==> src/rtl/adc_pkg.sv <==
// Shared types and constants for the ADC front end and its temperature consumer.
// Producer and consumer read code width and thresholds from here.
package adc_pkg;

  localparam int ADC_DATA_W = 8;

  localparam int DEF_CLK_DIV = 4;
  localparam int DEF_SAMPLE_PERIOD = 256;
  localparam int DEF_LEAD_BITS = 1;

  localparam logic [ADC_DATA_W-1:0] TEMP_THRESH_LO = 8'd192;
  localparam logic [ADC_DATA_W-1:0] TEMP_THRESH_HI = 8'd255;

  typedef enum logic [2:0] {
    ST_IDLE     = 3'd0,
    ST_CS_SETUP = 3'd1,
    ST_SHIFT_LO = 3'd2,
    ST_SHIFT_HI = 3'd3,
    ST_CS_HOLD  = 3'd4
  } adc_state_t;

  function automatic int conv_cycles(
    input int div,
    input int lead,
    input int data
  );
    return 2 * div * (lead + data) + 2 * div;
  endfunction

endpackage

==> src/rtl/sync_2ff.sv <==
// Generic single-bit two-flop synchronizer, cleared by synchronous reset.
module sync_2ff (
  input  logic clk,
  input  logic reset,
  input  logic d,
  output logic q
);

  logic meta;

  always_ff @(posedge clk) begin
    if (reset) begin
      meta <= 1'b0;
      q    <= 1'b0;
    end else begin
      meta <= d;
      q    <= meta;
    end
  end

endmodule

==> src/rtl/adc_serial_reader.sv <==
// Periodic reader for an ADC0831-style serial converter.
// Emits each finished conversion as a held word plus a one-cycle strobe.
module adc_serial_reader
  import adc_pkg::*;
#(
  parameter int CLK_DIV       = DEF_CLK_DIV,
  parameter int SAMPLE_PERIOD = DEF_SAMPLE_PERIOD,
  parameter int DATA_BITS     = ADC_DATA_W,
  parameter int LEAD_BITS     = DEF_LEAD_BITS
) (
  input  logic                 clk,
  input  logic                 reset,
  input  logic                 enable,
  input  logic                 adc_sdo,
  output logic                 adc_cs_n,
  output logic                 adc_sclk,
  output logic [DATA_BITS-1:0] adc_out,
  output logic                 adc_valid,
  output logic                 busy
);

  localparam int TOTAL_BITS = LEAD_BITS + DATA_BITS;
  localparam int DIV_W = $clog2(CLK_DIV + 1);
  localparam int PER_W = $clog2(SAMPLE_PERIOD + 1);
  localparam int BIT_W = $clog2(TOTAL_BITS + 1);

  localparam logic [DIV_W-1:0] DIV_LAST = DIV_W'(CLK_DIV - 1);
  localparam logic [PER_W-1:0] PER_LAST = PER_W'(SAMPLE_PERIOD - 1);
  localparam logic [BIT_W-1:0] BIT_LAST = BIT_W'(TOTAL_BITS - 1);
  localparam logic [BIT_W-1:0] BIT_LEAD = BIT_W'(LEAD_BITS);

  adc_state_t state, next_state;

  logic [DIV_W-1:0]     div_cnt;
  logic [PER_W-1:0]     per_cnt;
  logic [BIT_W-1:0]     bit_idx;
  logic [DATA_BITS-1:0] shreg;
  logic                 sdo_s;
  logic                 div_done;
  logic                 start;
  logic                 last_bit;
  logic                 sample;
  logic                 finish;

  sync_2ff u_sync (
    .clk   (clk),
    .reset (reset),
    .d     (adc_sdo),
    .q     (sdo_s)
  );

  assign div_done = (div_cnt == DIV_LAST);
  assign start    = enable && (per_cnt == PER_LAST);
  assign last_bit = (bit_idx == BIT_LAST);
  assign sample   = (state == ST_SHIFT_HI) && div_done;
  assign finish   = (state == ST_CS_HOLD) && div_done;
  assign busy     = (state != ST_IDLE);

  always_ff @(posedge clk) begin
    if (reset) begin
      per_cnt <= '0;
    end else if (!enable || per_cnt == PER_LAST) begin
      per_cnt <= '0;
    end else begin
      per_cnt <= per_cnt + 1'b1;
    end
  end

  always_comb begin
    next_state = state;
    unique case (state)
      ST_IDLE:     if (start) next_state = ST_CS_SETUP;
      ST_CS_SETUP: if (div_done) next_state = ST_SHIFT_LO;
      ST_SHIFT_LO: if (div_done) next_state = ST_SHIFT_HI;
      ST_SHIFT_HI: begin
        if (div_done) begin
          next_state = last_bit ? ST_CS_HOLD : ST_SHIFT_LO;
        end
      end
      ST_CS_HOLD:  if (div_done) next_state = ST_IDLE;
      default:     next_state = ST_IDLE;
    endcase
  end

  // Pin levels are decoded from next_state so they land in flops.
  always_ff @(posedge clk) begin
    if (reset) begin
      state     <= ST_IDLE;
      div_cnt   <= '0;
      adc_cs_n  <= 1'b1;
      adc_sclk  <= 1'b0;
      adc_valid <= 1'b0;
    end else begin
      state     <= next_state;
      adc_cs_n  <= (next_state == ST_IDLE);
      adc_sclk  <= (next_state == ST_SHIFT_HI);
      adc_valid <= finish;
      if (state == ST_IDLE || next_state != state) begin
        div_cnt <= '0;
      end else begin
        div_cnt <= div_cnt + 1'b1;
      end
    end
  end

  always_ff @(posedge clk) begin
    if (reset) begin
      bit_idx <= '0;
      shreg   <= '0;
      adc_out <= '0;
    end else begin
      if (state == ST_IDLE && start) begin
        bit_idx <= '0;
        shreg   <= '0;
      end else if (sample) begin
        if (bit_idx >= BIT_LEAD) begin
          shreg <= {shreg[DATA_BITS-2:0], sdo_s};
        end
        bit_idx <= bit_idx + 1'b1;
      end
      if (finish) begin
        adc_out <= shreg;
      end
    end
  end

endmodule

==> config.mk <==
export PLATFORM = sky130hd
export DESIGN_NAME = adc_serial_reader
export DESIGN_NICKNAME = d
export VERILOG_FILES = /design/src/rtl/adc_pkg.sv /design/src/rtl/sync_2ff.sv /design/src/rtl/adc_serial_reader.sv
export SDC_FILE = /design/constraint.sdc
export NUM_CORES = 1
export LEC_CHECK = 0
export ABC_AREA = 1
export CAP_MARGIN = 5
export CORE_MARGIN = 8
export CORE_UTILIZATION = 32
export CTS_BUF_LIST = sky130_fd_sc_hd__clkbuf_2 sky130_fd_sc_hd__clkbuf_4 sky130_fd_sc_hd__clkbuf_8
export DETAILED_ROUTE_END_ITERATION = 10
export PLACE_DENSITY_LB_ADDON = 0.12
export SYNTH_ARGS = -nofsm -noshare
export SYNTH_HDL_FRONTEND = slang
export SYNTH_SLANG_ARGS = --single-unit
==> constraint.sdc <==
create_clock -name clk -period 1.6 [get_ports clk]
set_input_delay 0.4 -clock clk [delete_from_list [all_inputs] [get_ports clk]]
set_output_delay 0.4 -clock clk [all_outputs]
set_load 0.1 [all_outputs]
==> impl.org <==
** Run status
- The run finished, with violations left.
- The checks that failed: negative setup slack.

** Timing
- RSZ-0062 raised after global routing :: true
- Post-layout min period :: 1730 ps
- Final-report setup violation count :: 20
- In the post-route analysis, the smallest setup slack over all paths is -127 ps.
- Fin. max-slew vios :: 0
- For this run, the top clock speed supported by timing is a little under 0.6 GHz.
- Final-layout setup total negative slack :: -1890 ps
- Clk_skew :: 4.50 ps
- Worst-Margin Slew :: 374 ps
- Fraction of the cycle the final worst path needs :: 1.08
- The count of endpoints failing hold in the final timing report came to 0.
- Slew margin rel. :: 0.749

** Worst setup path
- Reg-to-reg slack, setup :: -130 ps
- For this run, the slowest stage of the critical path takes 350 ps.
- Worst reg2reg path depth :: 11
- Among all stages on the critical path, the largest delay is contributed by sky130_fd_sc_hd__dfxtp_2.
- Worst Setup End Kind :: flop
- R2r startpoint :: per_cnt[1]$_SDFF_PP0_
- The worst register-to-register path ends at div_cnt[2]$_SDFF_PP0_.
- Cell-by-cell trace of the critical path :: ha_4 -> nand2_4 -> nor3b_2 -> nand2_1 -> nor2_1 -> ha_2 -> nand2_1 -> inv_2 -> nand3_4 -> a21oi_2 -> nor3_1
- CP Max Fanout :: 4
- Most repeated library cell on the critical path :: sky130_fd_sc_hd__nand2_1
- Worst EP required :: 1780 ps
- Arrival @ worst endpoint :: ~1900 ps
- Path type of the worst setup path :: flop to flop
- CP Launch Type :: flop

** Floorplan
- The floorplan step defined a die boundary enclosing 7700 sq um.
- Number of primary I/O pins :: 16
- The initial utilization of the core area, before any placement, comes to 0.327.
- Measured along the x axis, the die boundary spans 87.8 microns.
- Core Region :: 5040 sq um
- In this run the vertical extent of the chip is 87.8 microns.
- Placement row count :: 26

** Clock tree
- Bufs on Longest Clock Path :: 2
- The clock reaches the later pin of the worst-skew pair after 290 ps.
- Post-CTS Hold Buffers :: 0
- Cts bufs inserted :: 5
- Max H-tree Level :: 2
- TritonCTS built the clock tree.
- CTS root buf :: sky130_fd_sc_hd__clkbuf_8
- Clock-pin slew was measured on the worst setup and hold paths at 80 ps.
- Number of sinks handled by clock tree synthesis :: 40

** Min path
- Hold/Removal Path Class :: flop to flop
- The path with the worst hold slack has its endpoint at u_sync.q$_SDFF_PP0_.
- Worst hold path stage count :: 2
- The startpoint identified for the worst hold timing path is u_sync.meta$_SDFF_PP0_.

** Power and ir drop
- Overall power consumption after layout is estimated at roughly 1.9 mW.
- In this run the power density over the cells is 796 nW/um^2.
- Summed over all nets, the switching power comes to 0.401 mW.
- Of the total power, combinational logic draws 0.034.
- Of the total power, the share spent switching nets is 0.212.
- IR analysis of the VDD net gives a maximum drop of 0.479 mV.
- Part of the power in registers :: 0.529
- Clock network fraction of total power :: 0.437
- Cell internal pwr :: 1.49 mW
- The analysis attributes to cell leakage a power of ~0.94 nW.

** Place
- Prior to clock tree synthesis, the placed netlist has a worst setup slack of -134 ps.
- Count of port buffers added during placement :: 15
- Final RePlAce weighted congestion :: around 0.73
- Post-Place Cells :: 304
- Final HPWL from detailed placement :: 2.36 mm

** Global route
- met2 is the most crowded layer.
- Wire length of the first global-routing pass :: 5.70 mm
- In the global route stage, met1 resource usage came out at 0.105.
- In the global route stage, met3 resource usage came out at 0.0253.
- GR Util All Layers :: 0.0948
- Vias in the first global route :: roughly 1300
- The number of antenna violations at the first check in global routing came to 0.
- In the global route stage, met2 resource usage came out at 0.163.
- Remaining Overflow, GRT :: 0
- Largest net degree at the start of global routing :: 14

** Route
- Dividing the detail-routed wire length by the instance count gives 10.4 microns.
- After detailed routing, the number of vias per cell comes to between 4 and 5.
- Total wirelength of the detailed-routed design :: 3.32 mm
- Post-detailed-route DRC marker count :: 0
- Summing over every cut layer, the via total after detailed routing is between 1000 and 1500.
- Detailed router's first-iteration violation count :: 54
- For this run, the detailed router's first-pass iteration total came to 4.
- The count of nets left with antenna violations once routing finished came out at 0.

** Finish
- After the flow finishes, the layout carries non-filler instances totaling 320.
- The filler cells instantiated in the layout total 518.
- Number of diodes added for antenna fixing :: 0
- Of the cells placed in the final design, the portion with a size suffix greater than 1 is 0.300.
- Most frequent cells in the layout :: sky130_fd_sc_hd__dfxtp_1, sky130_fd_sc_hd__nand2_1, sky130_fd_sc_hd__inv_1
- Most common cell after layout, fill and taps aside :: sky130_fd_sc_hd__dfxtp_1
- Layout overhead on the synthesized area :: 44.4%
- Final net count :: between 200 and 300

** Synthesis
- Synthesis inferred 40 register bits.
- After synthesis, the mean cell area works out to 7.88 sq um.
- When the netlist entered floorplanning its net count stood at 221.
- Total of warnings raised by yosys :: 0
- Netlist cell types :: 25
- Synthesized netlist cell count :: 209
- Share of synthesized area occupied by flip-flops and latches :: 0.486
- Summing every instance area after synthesis gives 1650 sq um.

** Job
- The tool flagged a number of max-cap violations equal to 0.
-- cell type report --
type | instances | area (sq um) | share of cell area
multi-input cells | 134 | 807 | 0.339
inverters | 32 | 124 | 0.0521
well taps | 70 | 87.6 | 0.0368
clock inverters | 3 | 42.5 | 0.0179
repair buffers | 36 | 444 | 0.187
clock buffers | 5 | 68.8 | 0.0289
flip-flops and latches | 40 | 806 | 0.339
-- how the worst max path moves through the flow --
stage                           from  slack [ps]                       to
2_1_floorplan  per_cnt[1]$_SDFF_PP0_         -30  bit_idx[1]$_SDFFE_PP0P_
3_3_place_gp   per_cnt[1]$_SDFF_PP0_        -110  bit_idx[1]$_SDFFE_PP0P_
3_5_place_dp   per_cnt[1]$_SDFF_PP0_        -130  bit_idx[1]$_SDFFE_PP0P_
4_1_cts        per_cnt[1]$_SDFF_PP0_        -130    div_cnt[2]$_SDFF_PP0_
5_1_grt        per_cnt[1]$_SDFF_PP0_        -230    div_cnt[2]$_SDFF_PP0_
6_report       per_cnt[1]$_SDFF_PP0_        -130    div_cnt[2]$_SDFF_PP0_
-- layer usage --
| metal | up-vias | wire, microns |
|---|---|---|
| li1 | 753 | - |
| met1 | 619 | 1540 |
| met2 | 18 | 1580 |
| met3 | 7 | 136 |
| met4 | 0 | 65 |
| met5 | - | 0 |
-- state kept, by name, summed over array words and instances, names as in the netlist --
register     cells
adc_out          8
state            3
u_sync.q         1
per_cnt          9
adc_valid        1
adc_cs_n         1
bit_idx          4
shreg            8
div_cnt          3
u_sync.meta      1
adc_sclk         1
-- critical path, delay by kind of cell, from the launching register on --
family / cells / cell delay [ps]
flip-flops: 1 / 350
buffers and inverters: 1 / 60
adder cells (fa/ha/maj): 2 / 320
AND/OR/NAND/NOR: 7 / 660
AO/OA/AOI/OAI: 1 / 220
-- stage by stage --
stage / area (sq um) / utilization / hold WS (ps)
2_1_floorplan: 1700 / - / 388
3_3_place_gp: 2150 / 0.426 / 393
3_5_place_dp: 2150 / 0.426 / 394
4_1_cts: 2340 / 0.465 / 406
5_1_grt: 2380 / 0.472 / 416
6_report: 2380 / 0.472 / 406
-- power groups by stage --
stage | Sequential, mW | Combinational, mW | Clock, mW
2_1_floorplan | 1.03 | 0.0240 | 0
3_3_place_gp | 1.03 | 0.0592 | 0
3_5_place_dp | 1.03 | 0.0589 | 0
4_1_cts | 1.00 | 0.0617 | 0.851
5_1_grt | 1.00 | 0.0724 | 0.885
6_report | 1.00 | 0.0639 | 0.827
-- cells in the mapped netlist (all sizes together) --
cell | number | area (sq um)
nand3b | 1 | 7.51
ha | 8 | 100
clkinv | 1 | 5.00
nor3b | 1 | 7.51
nor2 | 24 | 100
inv | 31 | 116
clkbuf | 1 | 3.75
nand3 | 18 | 105
nand4 | 1 | 6.26
nor3 | 7 | 35.0
xor2 | 1 | 8.76
buf | 2 | 16.3
o21ai | 14 | 70.1
xnor2 | 1 | 8.76
and2 | 1 | 6.26
nand2 | 34 | 135
dfxtp | 40 | 801
a21oi | 23 | 115
-- cells by family after synthesis --
kind of cell    after synthesis  share of synthesized area
xor+xnor                      2                     0.0106
fa+ha+maj                     8                     0.0607
buf+inv                      35                     0.0858
flops                        40                      0.486
compound gates               37                      0.112
simple gates                 87                      0.245
-- what timing repair did --
action,4_1_cts,5_1_grt
endpoints found under the hold margin,0,0
setup buffers,7,1
pin swaps,2,5
setup endpoints to repair,27,30
gates cloned,0,0
gates resized for setup,10,8
Power figures use the tool's default switching activity.
